File: src/rtl/asp_rx_buffer.sv
// ASP network receive stage: tag filter, DEPTH-entry host FIFO, drop flags and a saturating drop counter.
// Optional macro ASP_RX_PARITY_EN adds an even-parity bit (MSB) over the data field of each network word.
module asp_rx_buffer #(
  parameter int DATA_SIZE = 32,
  parameter int TAG_SIZE  = 8,
  parameter int DEPTH     = 4,
  parameter int CNT_SIZE  = 16
) (
  input  logic                          clk,
  input  logic                          reset,
  input  logic [TAG_SIZE-1:0]           own_tag_in,
  input  logic                          network_data_ready_in,
`ifdef ASP_RX_PARITY_EN
  input  logic [DATA_SIZE+TAG_SIZE:0]   network_data_tag_in,
`else
  input  logic [DATA_SIZE+TAG_SIZE-1:0] network_data_tag_in,
`endif
  output logic                          network_ACK_out,
  input  logic                          host_ACK_in,
  output logic                          host_data_ready_out,
  output logic [DATA_SIZE-1:0]          host_data_out,
  output logic                          fifo_full_out,
  output logic [$clog2(DEPTH+1)-1:0]    fifo_count_out,
  output logic                          tag_error_out,
  output logic                          overflow_error_out,
  output logic                          parity_error_out,
  output logic [CNT_SIZE-1:0]           drop_count_out
);

  localparam int CW = $clog2(DEPTH+1);
  localparam int AW = $clog2(DEPTH);
  localparam logic [CW-1:0]       CNT_ONE   = CW'(1);
  localparam logic [CW-1:0]       CNT_DEPTH = CW'(DEPTH);
  localparam logic [AW-1:0]       PTR_ONE   = AW'(1);
  localparam logic [CNT_SIZE-1:0] DROP_ONE  = CNT_SIZE'(1);

`ifdef ASP_RX_PARITY_EN
  function automatic logic even_parity(input logic [DATA_SIZE-1:0] d);
    even_parity = ^d;
  endfunction
`endif

  logic [DATA_SIZE-1:0] mem_r [DEPTH];
  logic [AW-1:0]        wr_ptr_r, rd_ptr_r;
  logic [CW-1:0]        count_r;

  logic [TAG_SIZE-1:0]  tag_s;
  logic [DATA_SIZE-1:0] data_s;
  logic                 match_s, parity_bad_s, pop_s, full_s;
  logic                 push_s, tag_drop_s, par_drop_s, ovf_drop_s, drop_s;
  logic [CW-1:0]        count_next_s;
  logic [AW-1:0]        rd_next_s;
  logic                 empty_after_pop_s;
  logic [DATA_SIZE-1:0] head_next_s, data_next_s;
  logic [CNT_SIZE-1:0]  drop_next_s;

  assign tag_s   = network_data_tag_in[TAG_SIZE-1:0];
  assign data_s  = network_data_tag_in[DATA_SIZE+TAG_SIZE-1:TAG_SIZE];
  assign match_s = (tag_s == own_tag_in) || (tag_s == {TAG_SIZE{1'b1}});
`ifdef ASP_RX_PARITY_EN
  assign parity_bad_s = network_data_tag_in[DATA_SIZE+TAG_SIZE] != even_parity(data_s);
`else
  assign parity_bad_s = 1'b0;
`endif
  assign pop_s  = (count_r != '0) && host_ACK_in;
  assign full_s = (count_r == CNT_DEPTH);

  // Classify the presented word; a pop in the same cycle frees a slot for a full FIFO
  always_comb begin
    push_s     = 1'b0;
    tag_drop_s = 1'b0;
    par_drop_s = 1'b0;
    ovf_drop_s = 1'b0;
    if (network_data_ready_in) begin
      if (!match_s) begin
        tag_drop_s = 1'b1;
      end else if (parity_bad_s) begin
        par_drop_s = 1'b1;
      end else if (full_s && !pop_s) begin
        ovf_drop_s = 1'b1;
      end else begin
        push_s = 1'b1;
      end
    end else begin
      push_s = 1'b0;
    end
  end

  assign drop_s = tag_drop_s | par_drop_s | ovf_drop_s;

  // Next occupancy, head pointer and the word that will sit at the head after this edge
  always_comb begin
    case ({push_s, pop_s})
      2'b10:   count_next_s = count_r + CNT_ONE;
      2'b01:   count_next_s = count_r - CNT_ONE;
      default: count_next_s = count_r;
    endcase
    if (pop_s) begin
      rd_next_s = rd_ptr_r + PTR_ONE;
    end else begin
      rd_next_s = rd_ptr_r;
    end
    // When the queue is empty apart from this push, the head is the incoming word itself
    empty_after_pop_s = (count_r == '0) || (pop_s && (count_r == CNT_ONE));
    if (push_s && empty_after_pop_s) begin
      head_next_s = data_s;
    end else begin
      head_next_s = mem_r[rd_next_s];
    end
    if (count_next_s != '0) begin
      data_next_s = head_next_s;
    end else begin
      data_next_s = host_data_out;
    end
    if (drop_s && (drop_count_out != {CNT_SIZE{1'b1}})) begin
      drop_next_s = drop_count_out + DROP_ONE;
    end else begin
      drop_next_s = drop_count_out;
    end
  end

  // Storage array; contents need no reset since pointers and count define validity
  always_ff @(posedge clk) begin
    if (!reset && push_s) begin
      mem_r[wr_ptr_r] <= data_s;
    end
  end

  // Pointers, occupancy and all registered outputs
  always_ff @(posedge clk) begin
    if (reset) begin
      wr_ptr_r            <= '0;
      rd_ptr_r            <= '0;
      count_r             <= '0;
      network_ACK_out     <= 1'b0;
      host_data_ready_out <= 1'b0;
      host_data_out       <= '0;
      fifo_full_out       <= 1'b0;
      fifo_count_out      <= '0;
      tag_error_out       <= 1'b0;
      overflow_error_out  <= 1'b0;
      parity_error_out    <= 1'b0;
      drop_count_out      <= '0;
    end else begin
      if (push_s) begin
        wr_ptr_r <= wr_ptr_r + PTR_ONE;
      end
      rd_ptr_r            <= rd_next_s;
      count_r             <= count_next_s;
      network_ACK_out     <= push_s;
      host_data_ready_out <= (count_next_s != '0);
      host_data_out       <= data_next_s;
      fifo_full_out       <= (count_next_s == CNT_DEPTH);
      fifo_count_out      <= count_next_s;
      tag_error_out       <= tag_drop_s;
      overflow_error_out  <= ovf_drop_s;
      parity_error_out    <= par_drop_s;
      drop_count_out      <= drop_next_s;
    end
  end

endmodule

File: config.mk
export PLATFORM = sky130hd
export DESIGN_NAME = asp_rx_buffer
export DESIGN_NICKNAME = d
export VERILOG_FILES = /design/src/rtl/asp_rx_buffer.sv
export SDC_FILE = /design/constraint.sdc
export NUM_CORES = 1
export LEC_CHECK = 0
export BUFFER_PORTS_ARGS = -buffer_cell sky130_fd_sc_hd__buf_2
export CAP_MARGIN = 0
export CORE_ASPECT_RATIO = 1.4
export CORE_MARGIN = 1.5
export CORE_UTILIZATION = 52
export CTS_CLUSTER_DIAMETER = 50
export DETAILED_ROUTE_END_ITERATION = 6
export HOLD_SLACK_MARGIN = 0.15
export PLACE_DENSITY = 0.72
export SKIP_CTS_REPAIR_TIMING = 1
export SLEW_MARGIN = 30
export SYNTH_ARGS = -nofsm -noshare
export SYNTH_HDL_FRONTEND = slang
export SYNTH_SLANG_ARGS = --single-unit
File: constraint.sdc
create_clock -name clk -period 5.64 [get_ports clk]
set_clock_uncertainty 0.1 [all_clocks]
set_input_delay 0.564 -clock clk [delete_from_list [all_inputs] [get_ports clk]]
set_output_delay 0.564 -clock clk [all_outputs]
set_load 0.05 [all_outputs]
==> reports/results.tsv, run 1 <==
metric	value	unit
num-nets-final	632	
synth.cell_area	7510	um2
cp.required	5.83	ns
whs_endpoint	mem_r[0][6]	
postSynth.asyncResetShare	0	
detail_route.iter0.violations	230	
globalRouteMet3Util	0.0418	
gp_congestion	0.765	
hpwlAfterDp	9890	um
outcome	completed	
htree_levels	4	
finalWorstSetupSlack	1.33	ns
setup_tns	0	ns
detail_route.first_pass.iterations	5	
synth-seq-cells	188	
critical_path_start_end_classification	flop to flop	
number_of_enable_flip_flop_cells_after_synthesis	128	
syn_nets	524	
synthTopCellsByCount	sky130_fd_sc_hd__edfxtp_1, sky130_fd_sc_hd__dfxtp_1, sky130_fd_sc_hd__and2_1	
timing_max_transition_violations_final	0	
synthToLayoutAreaGrowth	17.7	%
ys_seq_area_frac	0.672	
route.detailed.wl_per_inst	20.3	um
crit-reg2reg-launch	count_r[0]	
wirelength	15600	um
grt_start_max_net_pins	33	
synth_top_cell_by_area	sky130_fd_sc_hd__edfxtp_1	
hold_viol_final	0	
antenna_left	0	
timing.critical_path.fanout_max	22	
clk_pin_slew_worst_paths	0.07	ns
count_of_yosys_warnings_during_synthesis	0	
layout-drive-gt1-share	0.338	
crit_path_end_kind	flop	
cts-root-buf	sky130_fd_sc_hd__clkbuf_16	
core.rowCount	51	
critical_path_arrival	4.50	ns
worst_hold_startpoint	network_data_tag_in[14]	
dominant_cell_by_count_in_the_synthesized_netlist	sky130_fd_sc_hd__edfxtp_1	
placeableCoreArea	14000	um2
top_usage_layer_grt	met2	
clockBufferDepth	2	
fmax	0.232	GHz
diodes	0	
grt_overflow	0	
grt_met2_usage	0.375	
tritoncts	yes	
first_pass_grt_wire_length	24800	um
cts_buffers	17	
cells_after_synth	461	
pre_cts_slack	1.10	ns
port_buffers	107	
tightestPinTransition	0.917	ns
post-route-drc-count	0	
finalCritPeriodShare	0.764	
grt_antenna_before_repair	0	
pwr_density_cell	317	nW/um2
yosys.cell_types.count	52	
crit-reg2reg-capture	host_data_out[28]	
clock_sinks	188	
slew_headroom	0.389	
vias_in_the_first_global_route	4705	
r2r_setup_slack	1.33	ns
grt_util_all_layers	0.212	
critPathLaunchType	flop	
synth_ff_type	sky130_fd_sc_hd__edfxtp_1	
dieWidth	105	um
worst_skew_pair.late_latency	0.42	ns
hold_class	input pin to flop	
dieHeight	145	um
floorplan.die_area	15200	um2
r2r_cells	12	
hold-worst-slack	0.275	ns
global_route.usage.met1	0.260	
setup_repair_after_global_routing_missed_its_margin	no	
ir_worst_vdd	170	uV
top_level_ports	109	
via_count	4476	
report.power.total	2.80	mW
post_synth.cell_area_avg	16.3	um2
initial_utilization	0.535	
setup-violations-final	0	
drv.max_cap_violation_count	0	
via_per_inst	5.84	
synth_top_cell_area_share	0.512	
min_path_cells	1	
synthTopCellsByArea	sky130_fd_sc_hd__edfxtp_1, sky130_fd_sc_hd__dfxtp_1, sky130_fd_sc_hd__mux4_2, sky130_fd_sc_hd__a221o_1, sky130_fd_sc_hd__and2_1	
p_leak	3.32	nW
finalWorstPathRequiredPeriod	4.31	ns
-- stage by stage --
step | area [um2] | util | cells
after floorplan | 7510 | - | 461
after global placement | 8230 | 0.586 | 735
after detailed placement | 8230 | 0.586 | 735
after CTS | 8840 | 0.630 | 767
after global routing | 8840 | 0.630 | 767
final | 8840 | 0.630 | 767
-- sequential cells by signal, indices dropped and copies added (netlist names), 2 cells and up --
name / flops
rd_ptr_r: 2
drop_count_out: 16
wr_ptr_r: 2
host_data_out: 32
count_r: 3
mem_r: 128
-- worst max-delay path: stages (launching register included) --
cell and delay [ns]:
sky130_fd_sc_hd__dfxtp_1 0.48, sky130_fd_sc_hd__inv_2 0.10, sky130_fd_sc_hd__ha_1 0.27, sky130_fd_sc_hd__inv_1 0.07, sky130_fd_sc_hd__or3_1 0.52, sky130_fd_sc_hd__nand3_1 0.20
sky130_fd_sc_hd__ha_1 0.44, sky130_fd_sc_hd__a221oi_1 0.40, sky130_fd_sc_hd__o21ai_0 0.20, sky130_fd_sc_hd__nor2_1 0.29, sky130_fd_sc_hd__and3b_2 0.44, sky130_fd_sc_hd__buf_4 0.27
sky130_fd_sc_hd__a221o_1 0.37
-- power by group --
| part | leakage, nW | switching (mW) | internal (mW) |
|---|---|---|---|
| sequential | 1.63 | 0.00475 | 1.48 |
| combinational | 1.40 | 0.0703 | 0.0353 |
| clock | 0.293 | 0.502 | 0.715 |
| total | 3.32 | 0.577 | 2.23 |
-- layout by cell type (no fill, tap or decap), drive strengths merged, types with 2 or more instances in the layout --
cell      count
and3          7
dfxtp        60
and4          2
and2         33
a221o        32
bufinv        3
nor2b         4
a2111oi       4
inv          16
mux4         32
buf         114
and3b         2
a211oi        8
nand3        12
a21oi         6
mux2i         2
edfxtp      128
o21ai         3
clkinvlp      2
nor2         25
clkinv        4
nor3          3
xor2          7
nand4         6
nand2         3
mux2          2
ha           11
or3           2
xnor2        14
clkbuf       20
-- final cells by class --
| type | instances | area (um2) |
|---|---|---|
| fill | 1048 | 5200 |
| sequential | 188 | 5040 |
| multi-input combinational | 235 | 2320 |
| timing repair buffer | 114 | 588 |
| clock buffer | 20 | 447 |
| tap | 185 | 231 |
| clock inverter | 12 | 161 |
| inverter | 13 | 48.8 |
-- layer usage --
layer	wire length (um)	vias to the layer above
li1	-	2018
met1	6350	2300
met2	8370	138
met3	667	20
met4	211	0
met5	0	-
-- worst max path at each step --
stage,from,to,slack [ns],cells past startpoint
2_1_floorplan,count_r[0],host_data_out[21],1.87,16
3_3_place_gp,own_tag_in[2],host_data_out[15],1.26,12
3_5_place_dp,own_tag_in[2],host_data_out[28],1.10,12
4_1_cts,count_r[0],host_data_out[28],1.13,12
5_1_grt,count_r[0],host_data_out[28],1.04,12
6_report,count_r[0],host_data_out[28],1.33,12
-- cells by family after synthesis --
logic type,after synthesis,share of synthesized area
adders and majority gates,11,0.0183
xor gates and xnor gates,21,0.0255
DFF,188,0.672
muxes,36,0.103
and+or+nand+nor,104,0.0773
buffers and inverters,38,0.0266
other,1,0.000499
AOI/OAI and AO/OA,62,0.0776
Note: power is estimated with default switching activity, not from simulation.
==> inputs of run 2 (changes only) <==
==> constraint.sdc (replaced) <==
create_clock -name clk -period 4.1 [get_ports clk]
set_clock_uncertainty 0.1 [all_clocks]
set_input_delay 0.41 -clock clk [delete_from_list [all_inputs] [get_ports clk]]
set_output_delay 0.41 -clock clk [all_outputs]
set_load 0.05 [all_outputs]
==> run 2 against run 1 <==
Non-clock buffer count is 37 higher. Maximum frequency rose by 16%. Routed wire length down 2.0%. Sequential share of layout area shrank 2.2 points. Hold slack worse by 0.022 ns. Combinational power grew 57%. Count of clock-buffer cells in the layout shrank 2. Register-to-register slack worse by 0.94 ns. Die area unchanged. Largest power group unchanged. Critical path depth is 1 higher. Final cell count grew 4.8%. Critical path type unchanged.
==> reports/results.tsv, run 2 (synthesis gave the netlist of run 1 again) <==
metric	value	unit	change
worstSetupEndpoint	host_data_out[21]		
fmax	0.269	GHz	+16%
dieWidth	105	um	unchanged
finalWorstPathRequiredPeriod	3.71	ns	-0.597 ns
worst_skew_pair.late_latency	0.42	ns	about the same
worstSetupStartpoint	count_r[0]		
grt_start_max_net_pins	33		unchanged
crit_path_max_incr_delay	0.42	ns	-0.10 ns
setup_tns	0	ns	unchanged
placeableCoreArea	14000	um2	unchanged
diodes	0		unchanged
hold_viol_final	0		unchanged
crit_path_end_kind	flop		
finalCritPeriodShare	0.905		+0.141
tightestPinTransition	0.876	ns	-0.0415 ns
cts-root-buf	sky130_fd_sc_hd__clkbuf_16		
via_per_inst	5.60		-4.0%
cp.required	4.30	ns	-1.53 ns
worst_path_max_delay_cell	sky130_fd_sc_hd__and3b_1		
core.rowCount	51		unchanged
initial_utilization	0.535		unchanged
wirelength	15300	um	-2.0%
r2r_cells	13		+1
post-route-drc-count	0		unchanged
first_pass_grt_wire_length	24600	um	-0.83%
crit_family	simple AND/OR/NAND/NOR gates		
timing.critical_path.fanout_max	21		-4.5%
top_level_ports	109		unchanged
htree_levels	4		unchanged
via_count	4502		+0.58%
clock_sinks	188		unchanged
num-fill-cells	1051		+0.29%
timing_max_transition_violations_final	0		unchanged
crit-reg2reg-capture	host_data_out[21]		
pwr_density_cell	413	nW/um2	+30%
num-nets-final	669		+5.9%
outcome	completed		
final_cell_mix	sky130_fd_sc_hd__edfxtp_1, sky130_fd_sc_hd__buf_2, sky130_fd_sc_hd__dfxtp_1		
top_register	mem_r		
crit-reg2reg-launch	count_r[0]		
port_buffers	107		unchanged
detail_route.iter0.violations	223		-3.0%
layout-drive-gt1-share	0.323		-0.0154
dieHeight	145	um	unchanged
route.detailed.wl_per_inst	19.0	um	-6.5%
layout.cells.most_common	sky130_fd_sc_hd__edfxtp_1		
p_leak	3.48	nW	+4.6%
clk_pin_slew_worst_paths	0.07	ns	about the same
r2r_setup_slack	0.39	ns	-0.94 ns
vias_in_the_first_global_route	4766		+1.3%
grt_util_all_layers	0.210		-0.00123
report.power.total	3.80	mW	+35%
sequence_of_cells_on_the_critical_path	inv_2 -> ha_1 -> inv_1 -> or3_1 -> nand3_1 -> inv_1 -> ha_1 -> a221oi_1 -> o21ai_0 -> nor2_1 -> and3b_1 -> buf_12 -> a221o_1		
detail_route.first_pass.iterations	4		-1
grt_overflow	0		unchanged
largest_register_ff_count	128		unchanged
critical_path_arrival	3.91	ns	-0.59 ns
floorplan.die_area	15200	um2	unchanged
critical_path_cell_count	13		+1
hpwlAfterDp	9670	um	-2.3%
gp_congestion	0.785		+2.6%
slew_headroom	0.416		+0.0277
grt_antenna_before_repair	0		unchanged
cts_buffers	17		unchanged
setup-violations-final	0		unchanged
ir_worst_vdd	276	uV	+62%
critPathLaunchType	flop		
drv.max_cap_violation_count	0		unchanged
hold_class	input pin to flop		
synthToLayoutAreaGrowth	22.3	%	
reg.largest.list	mem_r (128), host_data_out (32), drop_count_out (16)		
critical_path_start_end_classification	flop to flop		
dpl-instance-area	8290	um2	+0.76%
setup_repair_after_global_routing_missed_its_margin	no		
clockBufferDepth	2		unchanged
postLayoutCellArea	9190	um2	+3.9%
antenna_left	0		unchanged
tritoncts	yes		
cp_num_buf_inv	4		+1
run 2: metrics by stage:
stage	hold WS [ns]	util	cells	setup slack [ns]
detailed placement	0.433	0.591	740	0.336
CTS	0.106	0.632	772	0.431
finish	0.254	0.655	804	0.389
floorplan	0.409	-	461	0.330
global placement	0.414	0.591	740	0.491
global route	0.239	0.655	804	0.173
run 2: worst min path at each step:
stage | start | depth (start not counted) | to
after detailed placement | host_data_out[24] | 2 | host_data_out[24]
after global routing | network_data_ready_in | 2 | tag_error_out
final | network_data_ready_in | 2 | tag_error_out
after floorplan | network_data_tag_in[8] | 0 | mem_r[0][0]
after CTS | network_data_tag_in[39] | 1 | mem_r[2][31]
after global placement | drop_count_out[6] | 2 | drop_count_out[6]
run 2: worst register-to-register path, stage by stage (launching register included):
cell,delay [ns]
sky130_fd_sc_hd__dfxtp_1,0.38
sky130_fd_sc_hd__inv_2,0.12
sky130_fd_sc_hd__ha_1,0.26
sky130_fd_sc_hd__inv_1,0.05
sky130_fd_sc_hd__or3_1,0.33
sky130_fd_sc_hd__nand3_1,0.13
sky130_fd_sc_hd__inv_1,0.06
sky130_fd_sc_hd__ha_1,0.26
sky130_fd_sc_hd__a221oi_1,0.39
sky130_fd_sc_hd__o21ai_0,0.20
sky130_fd_sc_hd__nor2_1,0.27
sky130_fd_sc_hd__and3b_1,0.42
sky130_fd_sc_hd__buf_12,0.26
sky130_fd_sc_hd__a221o_1,0.36
run 2: power breakdown:
group	switching, mW	leakage, nW	internal [mW]
Combinational	0.0988	1.57	0.0676
Sequential	0.00613	1.63	2.03
Clock	0.693	0.276	0.900
run 2: routing by layer:
| metal | GRT usage | share of wire |
|---|---|---|
| met5 | 0 | 0 |
| met4 | 0.0603 | 0.010 |
| met3 | 0.0472 | 0.036 |
| met2 | 0.368 | 0.54 |
| met1 | 0.262 | 0.42 |
run 2: area by class of cell:
type | instances | area, um2 | share of cell area
inverter | 13 | 48.8 | 0.00531
timing repair buffer | 151 | 971 | 0.106
multi-input combinational | 235 | 2320 | 0.252
tap | 185 | 231 | 0.0252
sequential | 188 | 5040 | 0.549
clock buffer | 18 | 429 | 0.0467
clock inverter | 14 | 145 | 0.0158
